**src/rtl/csc_stream_pipe.sv**
```systemverilog
// csc_stream_pipe: 4-stage valid/ready colour-space converter between RGB, YUV (BT.601 full range) and CMY.
// Mode, sideband and original components travel with each pixel; every stage advances on a shared ce.
module csc_stream_pipe #(
  parameter int DATA_WIDTH = 8,
  parameter int USER_WIDTH = 2
) (
  input  logic                  clk,
  input  logic                  reset_n,
  input  logic                  in_valid,
  output logic                  in_ready,
  input  logic [DATA_WIDTH-1:0] in_c1,
  input  logic [DATA_WIDTH-1:0] in_c2,
  input  logic [DATA_WIDTH-1:0] in_c3,
  input  logic [1:0]            in_src,
  input  logic [1:0]            in_dst,
  input  logic [USER_WIDTH-1:0] in_user,
  output logic                  out_valid,
  input  logic                  out_ready,
  output logic [DATA_WIDTH-1:0] out_c1,
  output logic [DATA_WIDTH-1:0] out_c2,
  output logic [DATA_WIDTH-1:0] out_c3,
  output logic [USER_WIDTH-1:0] out_user,
  output logic                  out_err
);

  localparam int DW = DATA_WIDTH;
  localparam int PW = DATA_WIDTH + 12;
  localparam logic [1:0] SP_RGB = 2'd0;
  localparam logic [1:0] SP_YUV = 2'd1;
  localparam logic [1:0] SP_CMY = 2'd2;
  localparam logic [1:0] SP_RSV = 2'd3;

  typedef logic signed [PW-1:0] wide_t;

  typedef struct packed {
    logic [1:0]            src;
    logic [1:0]            dst;
    logic [USER_WIDTH-1:0] user;
    logic [DW-1:0]         o1;
    logic [DW-1:0]         o2;
    logic [DW-1:0]         o3;
  } side_t;

  localparam wide_t OFF_W = wide_t'(2 ** (DW - 1));
  localparam wide_t MAX_W = wide_t'(2 ** DW - 1);
  localparam wide_t RND_W = wide_t'(128);

  function automatic wide_t ext(input logic [DW-1:0] x);
    return $signed({{(PW-DW){1'b0}}, x});
  endfunction

  function automatic wide_t rshift8(input wide_t v);
    return (v + RND_W) >>> 4'd8;
  endfunction

  function automatic logic [DW-1:0] clamp(input wide_t v);
    logic [DW-1:0] r;
    if (v < wide_t'(0)) begin
      r = '0;
    end else if (v > MAX_W) begin
      r = '1;
    end else begin
      r = v[DW-1:0];
    end
    return r;
  endfunction

  logic          ce_s;
  logic          s1_valid_q, s1_valid_d, s2_valid_q, s2_valid_d, s3_valid_q, s3_valid_d;
  side_t         s1_side_q, s1_side_d, s2_side_q, s2_side_d, s3_side_q, s3_side_d;
  logic [DW-1:0] s1_c_q[3], s1_c_d[3];
  wide_t         s1_p_q[4], s1_p_d[4];
  logic [DW-1:0] s2_rgb_q[3], s2_rgb_d[3], s3_rgb_q[3], s3_rgb_d[3];
  wide_t         s3_p_q[9], s3_p_d[9];
  logic          out_valid_q, out_valid_d, out_err_q, out_err_d;
  logic [DW-1:0] out_c_q[3], out_c_d[3];
  logic [USER_WIDTH-1:0] out_user_q, out_user_d;

  assign ce_s     = ~out_valid_q | out_ready;
  assign in_ready = ce_s;

  // Stage 1: bring RGB/CMY to RGB, form the chroma products for a YUV source.
  always_comb begin
    wide_t dcb;
    wide_t dcr;
    s1_valid_d     = in_valid;
    s1_side_d.src  = in_src;
    s1_side_d.dst  = in_dst;
    s1_side_d.user = in_user;
    s1_side_d.o1   = in_c1;
    s1_side_d.o2   = in_c2;
    s1_side_d.o3   = in_c3;
    if (in_src == SP_CMY) begin
      s1_c_d[0] = ~in_c1;
      s1_c_d[1] = ~in_c2;
      s1_c_d[2] = ~in_c3;
    end else begin
      s1_c_d[0] = in_c1;
      s1_c_d[1] = in_c2;
      s1_c_d[2] = in_c3;
    end
    dcb       = ext(in_c2) - OFF_W;
    dcr       = ext(in_c3) - OFF_W;
    s1_p_d[0] = wide_t'(359) * dcr;
    s1_p_d[1] = wide_t'(88) * dcb;
    s1_p_d[2] = wide_t'(183) * dcr;
    s1_p_d[3] = wide_t'(454) * dcb;
  end

  // Stage 2: finalise RGB (only a YUV source needs arithmetic).
  always_comb begin
    wide_t y;
    s2_valid_d = s1_valid_q;
    s2_side_d  = s1_side_q;
    y          = ext(s1_c_q[0]);
    if (s1_side_q.src == SP_YUV) begin
      s2_rgb_d[0] = clamp(y + rshift8(s1_p_q[0]));
      s2_rgb_d[1] = clamp(y - rshift8(s1_p_q[1] + s1_p_q[2]));
      s2_rgb_d[2] = clamp(y + rshift8(s1_p_q[3]));
    end else begin
      s2_rgb_d = s1_c_q;
    end
  end

  // Stage 3: luma/chroma products from RGB.
  always_comb begin
    wide_t r;
    wide_t g;
    wide_t b;
    s3_valid_d = s2_valid_q;
    s3_side_d  = s2_side_q;
    s3_rgb_d   = s2_rgb_q;
    r          = ext(s2_rgb_q[0]);
    g          = ext(s2_rgb_q[1]);
    b          = ext(s2_rgb_q[2]);
    s3_p_d[0]  = wide_t'(77) * r;
    s3_p_d[1]  = wide_t'(150) * g;
    s3_p_d[2]  = wide_t'(29) * b;
    s3_p_d[3]  = wide_t'(-43) * r;
    s3_p_d[4]  = wide_t'(-85) * g;
    s3_p_d[5]  = wide_t'(128) * b;
    s3_p_d[6]  = wide_t'(128) * r;
    s3_p_d[7]  = wide_t'(-107) * g;
    s3_p_d[8]  = wide_t'(-21) * b;
  end

  // Stage 4: pick the destination form; same-space and reserved beats return the originals.
  always_comb begin
    wide_t ys;
    wide_t cbs;
    wide_t crs;
    out_valid_d = s3_valid_q;
    out_user_d  = s3_side_q.user;
    out_err_d   = 1'b0;
    ys          = rshift8(s3_p_q[0] + s3_p_q[1] + s3_p_q[2]);
    cbs         = rshift8(s3_p_q[3] + s3_p_q[4] + s3_p_q[5]) + OFF_W;
    crs         = rshift8(s3_p_q[6] + s3_p_q[7] + s3_p_q[8]) + OFF_W;
    out_c_d[0]  = s3_side_q.o1;
    out_c_d[1]  = s3_side_q.o2;
    out_c_d[2]  = s3_side_q.o3;
    if ((s3_side_q.src == SP_RSV) || (s3_side_q.dst == SP_RSV)) begin
      out_err_d = 1'b1;
    end else if (s3_side_q.src == s3_side_q.dst) begin
      out_err_d = 1'b0;
    end else begin
      case (s3_side_q.dst)
        SP_YUV: begin
          out_c_d[0] = clamp(ys);
          out_c_d[1] = clamp(cbs);
          out_c_d[2] = clamp(crs);
        end
        SP_CMY: begin
          out_c_d[0] = ~s3_rgb_q[0];
          out_c_d[1] = ~s3_rgb_q[1];
          out_c_d[2] = ~s3_rgb_q[2];
        end
        SP_RGB:  out_c_d = s3_rgb_q;
        default: out_c_d = s3_rgb_q;
      endcase
    end
  end

  // Pipeline registers: all stages hold together when the output is stalled.
  always_ff @(posedge clk or negedge reset_n) begin
    if (!reset_n) begin
      s1_valid_q  <= 1'b0;
      s2_valid_q  <= 1'b0;
      s3_valid_q  <= 1'b0;
      out_valid_q <= 1'b0;
      s1_side_q   <= '0;
      s2_side_q   <= '0;
      s3_side_q   <= '0;
      s1_c_q      <= '{default: '0};
      s1_p_q      <= '{default: '0};
      s2_rgb_q    <= '{default: '0};
      s3_rgb_q    <= '{default: '0};
      s3_p_q      <= '{default: '0};
      out_c_q     <= '{default: '0};
      out_user_q  <= '0;
      out_err_q   <= 1'b0;
    end else if (ce_s) begin
      s1_valid_q  <= s1_valid_d;
      s2_valid_q  <= s2_valid_d;
      s3_valid_q  <= s3_valid_d;
      out_valid_q <= out_valid_d;
      s1_side_q   <= s1_side_d;
      s2_side_q   <= s2_side_d;
      s3_side_q   <= s3_side_d;
      s1_c_q      <= s1_c_d;
      s1_p_q      <= s1_p_d;
      s2_rgb_q    <= s2_rgb_d;
      s3_rgb_q    <= s3_rgb_d;
      s3_p_q      <= s3_p_d;
      out_c_q     <= out_c_d;
      out_user_q  <= out_user_d;
      out_err_q   <= out_err_d;
    end else begin
      out_valid_q <= out_valid_q;
    end
  end

  assign out_valid = out_valid_q;
  assign out_c1    = out_c_q[0];
  assign out_c2    = out_c_q[1];
  assign out_c3    = out_c_q[2];
  assign out_user  = out_user_q;
  assign out_err   = out_err_q;

endmodule

```
**config.mk**
```make
export PLATFORM = sky130hd
export DESIGN_NAME = csc_stream_pipe
export DESIGN_NICKNAME = d
export VERILOG_FILES = /design/src/rtl/csc_stream_pipe.sv
export SDC_FILE = /design/constraint.sdc
export NUM_CORES = 2
export LEC_CHECK = 0
export CAP_MARGIN = 20
export CELL_PAD_IN_SITES_DETAIL_PLACEMENT = 0
export CELL_PAD_IN_SITES_GLOBAL_PLACEMENT = 1
export CORE_MARGIN = 4
export CORE_UTILIZATION = 39
export DETAILED_ROUTE_END_ITERATION = 10
export PLACE_DENSITY_LB_ADDON = 0.1
export SLEW_MARGIN = 10
export SYNTH_ARGS = -nofsm -noshare
export SYNTH_HDL_FRONTEND = slang
export SYNTH_SLANG_ARGS = --single-unit
```
**constraint.sdc**
```tcl
create_clock -name clk -period 13.4 [get_ports clk]
set_clock_uncertainty 0.1 [all_clocks]
set_input_delay 2.68 -clock clk [delete_from_list [all_inputs] [get_ports clk]]
set_output_delay 2.68 -clock clk [all_outputs]
set_load 0.01 [all_outputs]
```
==> results.md <==
- The initial antenna violation count was 2.
- For this run, the top clock speed supported by timing is 0.124 GHz.
- The global-route total usage across every layer is 0.205.
- The cell type contributing the most total cell area after synthesis is sky130_fd_sc_hd__dfrtp_1.
- In the post-synthesis netlist, the biggest area contributors are sky130_fd_sc_hd__dfrtp_1 27%, sky130_fd_sc_hd__ha_1 23%, sky130_fd_sc_hd__fa_1 10%.
- The number of pins with negative max-slew slack in the final report is 0.
- The mean cell area of the mapped netlist is 8.93 um^2.
- In this run the horizontal extent of the chip is between 200 and 300 um.
- The height of the chip is 291 um.
- The number of hold buffers added after CTS was 0.
- The initial cell density of the core is 0.395.
- The first detailed-routing pass ran for 5 iterations.
- In this run, the number of DRC markers left after iteration 0 of detailed routing was 1124.
- The per-cell via count in the routed design is between 5 and 6.
- The source-to-sink clock delay at the later pin of the worst-skew pair is ~600 ps.
- In this run the tool buffered the top-level ports with 62 buffer cells.
- For the worst setup path, the data arrival time is 8370 ps.
- After detailed placement, the total cell area comes to about 33000 um^2.
- STA puts the critical path data required time at 13720 ps.
- After clock tree synthesis, the setup repair step added 0 buffers.
- Dividing the detail-routed wire length by the instance count gives 18.7 um.
- The share of the cycle needed by the critical path after routing is 0.601.
- The synthesized netlist net count is 4275.
- The number of gates given a new drive strength after cts is 0.
- The total number of clock tree sinks is between 300 and 400.
- Summing every instance area after synthesis gives 31200 um^2.
- The number of CTS-inserted buffers is 46.
- In this run, synthesis produced a sequential element count of 339.
- The worst setup path is captured at a register.
- The count of nets left with antenna violations once routing finished came out at 0.
- The initialized floorplan defines ~100 standard-cell rows.
- The cell with the most instances after synthesis is sky130_fd_sc_hd__ha_1.
- The congestion estimate from routability-driven global placement came to 0.836.
- In this run the tightest slew margin relative to its limit is 0.268.
- Adding up every negative setup slack in the final design gives 0 ps.
- The setup violation total in the final timing report is 0.
- The commonest cells after synthesis are 583 x sky130_fd_sc_hd__ha_1, 536 x sky130_fd_sc_hd__inv_1, 511 x sky130_fd_sc_hd__nand2_1.
- Registers take between 8000 and 9000 um^2.
- The async set or reset register ratio after synthesis is 1.00.
- The share of cells above drive strength 1 is 0.0365.
- The total of max-cap violations is 0.
- The clock root buffer master is sky130_fd_sc_hd__clkbuf_16.
- The multi-input logic area is 20400 um^2.
- Setup repair after global routing left no endpoint under its margin.
- The sequential-to-total area share from yosys stat is 0.272.
- The worst setup path is launched from an input pin.
- TritonCTS built the clock tree.
- The overall routed net length is 86400 um.
- For this run, the post-layout net count is 4306.
- The overall via count from detail_route is 23400.
- For this run, the leading register cell type out of synthesis is sky130_fd_sc_hd__dfrtp_1.
- The setup path with the least slack is of type in2reg.
- The leftover overflow at the end of global routing is 0.
- For this run, the number of Yosys warnings is 0.
- At the pin with the least slew margin, the transition time is 1100 ps.
- The clock-pin slew on the worst setup and hold paths is 50 ps.
- The clock tree buffer depth is 3.
- The die covers 84600 um^2.
- Yosys mapped the design onto 84 distinct sky130hd cell types.
- Entering global routing, the biggest net connects 149 pins.
- Of the post-synthesis cell area, the dominant cell type holds 0.272.
- The first global-routing pass estimated 138000 um of wire.
- In this run the worst hold path is classified as reg2reg.
- In this run the worst path has a maximum fanout of 10.
- The synthesized design contains 0 enable-type register cells.
- The run finished with clean final reports.
- The gate count after technology mapping is ~3500.
- The number of I/O pins is 63.
- The DRC violation count after routing is 0.
- From synthesis to final layout, the design area changed by 10.6%.
- The core region is 79100 um^2.
- The number of global-route vias before repair was around 24000.
- The number of H-tree branching levels is 2.
- Counting the fill cells in the layout gives 7984.
- The clock period minus final worst setup slack is 8050 ps.
- The final hold violation count is 0.
- The HPWL reported at the end of detailed placement is 68900 um.
- The post-layout instance area is 34500 um^2.
[final timing paths]
kind                          startpoint  slack, ps  depth (start not counted)     endpoint
max                             in_c3[7]       5350                         21   s1_p_q[38]
min                        out_user_d[0]        360                          2  out_user[0]
max reg2reg                  s2_rgb_q[9]       8310                         16   s3_p_q[98]
min reg2reg                out_user_d[0]        360                          2  out_user[0]
max in group asynchronous        reset_n       9110                          3   s1_p_q[35]
min in group asynchronous        reset_n       2000                          1   s3_p_q[13]
[cell type report]
type | count | area share
Multi-Input combinational cell | 2525 | 0.590
Sequential cell | 339 | 0.246
Inverter | 538 | 0.0587
Clock buffer | 67 | 0.0386
Tap cell | 1050 | 0.0380
Timing Repair Buffer | 79 | 0.0222
Clock inverter | 17 | 0.00685
Antenna cell | 1 | 0.0000725
[worst max-delay path: stages]
cell and delay, ps:
sky130_fd_sc_hd__clkdlybuf4s50_1 880, sky130_fd_sc_hd__inv_1 450, sky130_fd_sc_hd__ha_1 410, sky130_fd_sc_hd__inv_1 130
sky130_fd_sc_hd__ha_1 340, sky130_fd_sc_hd__inv_1 70, sky130_fd_sc_hd__fa_1 510, sky130_fd_sc_hd__fa_1 560
sky130_fd_sc_hd__inv_1 50, sky130_fd_sc_hd__ha_1 290, sky130_fd_sc_hd__ha_1 340, sky130_fd_sc_hd__a21o_1 190
sky130_fd_sc_hd__a21oi_1 220, sky130_fd_sc_hd__o21bai_1 100, sky130_fd_sc_hd__a21oi_1 220, sky130_fd_sc_hd__o21bai_1 90
sky130_fd_sc_hd__a21oi_1 220, sky130_fd_sc_hd__o21ai_0 180, sky130_fd_sc_hd__a21oi_1 210, sky130_fd_sc_hd__xnor2_1 130
sky130_fd_sc_hd__a21oi_1 80
[through the flow]
stage,utilization,hold WS [ps],setup WS (ps),cells
after global placement,0.417,342,4750,4531
after CTS,0.436,363,5310,4615
after detailed placement,0.417,349,4690,4531
final,0.436,360,5350,4616
after global routing,0.436,385,4920,4615
after floorplan,-,330,6110,3498
[kinds of logic (layout without fill, tap and decap cells)]
family,after synthesis,in the layout,share of synthesized area
fa+ha+maj,744,744,0.337
flops,339,339,0.272
compound gates,701,701,0.139
mux,8,8,0.00276
xor+xnor,199,199,0.0558
other cells,0,1,0
buf+inv,634,701,0.0764
simple gates,873,873,0.118
[flip-flops by register name, summed over array words and instances (netlist names)]
| signal | cells |
|---|---|
| s3_side_q | 28 |
| s3_rgb_q | 8 |
| out_err | 1 |
| s1_side_q | 30 |
| s2_valid_q | 1 |
| s1_valid_q | 1 |
| out_c3 | 8 |
| out_valid_d | 1 |
| s3_p_q | 110 |
| out_c2 | 8 |
| s1_p_q | 52 |
| out_user | 2 |
| s2_side_q | 30 |
| out_user_d | 2 |
| s2_rgb_q | 24 |
| out_valid | 1 |
| out_c1 | 8 |
| s1_c_q | 24 |
[metal layers]
| metal | vias up | part of all wire | global-route usage | routed length, um |
|---|---|---|---|---|
| li1 | 11700 | - | - | - |
| met2 | 310 | 0.49 | 0.360 | 42500 |
| met3 | 90 | 0.023 | 0.0188 | 2020 |
| met5 | - | 0 | 0 | 0 |
| met4 | 0 | 0.023 | 0.0497 | 2000 |
| met1 | 11400 | 0.46 | 0.275 | 40000 |
[layout by cell type, fill, tap and decap left out, types with 9 or more instances in the layout]
master	count
sky130_fd_sc_hd__clkbuf_16	47
sky130_fd_sc_hd__o41ai_1	11
sky130_fd_sc_hd__o211ai_1	25
sky130_fd_sc_hd__nor2_1	188
sky130_fd_sc_hd__clkbuf_1	12
sky130_fd_sc_hd__nand3_1	31
sky130_fd_sc_hd__nor2b_1	21
sky130_fd_sc_hd__and3_1	22
sky130_fd_sc_hd__nand2b_1	9
sky130_fd_sc_hd__a31oi_1	12
sky130_fd_sc_hd__clkinv_2	9
sky130_fd_sc_hd__inv_1	536
sky130_fd_sc_hd__a21oi_1	241
sky130_fd_sc_hd__nand4_1	13
sky130_fd_sc_hd__nand2_1	511
sky130_fd_sc_hd__o21bai_1	48
sky130_fd_sc_hd__ha_1	583
sky130_fd_sc_hd__dfrtp_1	339
sky130_fd_sc_hd__xor2_1	50
sky130_fd_sc_hd__buf_4	16
sky130_fd_sc_hd__a21o_1	41
sky130_fd_sc_hd__o21ai_0	178
sky130_fd_sc_hd__xnor2_1	149
sky130_fd_sc_hd__clkdlybuf4s50_1	61
sky130_fd_sc_hd__nor3_1	28
sky130_fd_sc_hd__or2_2	11
sky130_fd_sc_hd__or3_1	10
sky130_fd_sc_hd__a22oi_1	20
sky130_fd_sc_hd__o31ai_1	15
sky130_fd_sc_hd__o21a_1	25
sky130_fd_sc_hd__fa_1	160
Power is not shown: default switching activity piles up to over one toggle a cycle in this logic, so the estimate is an artifact.
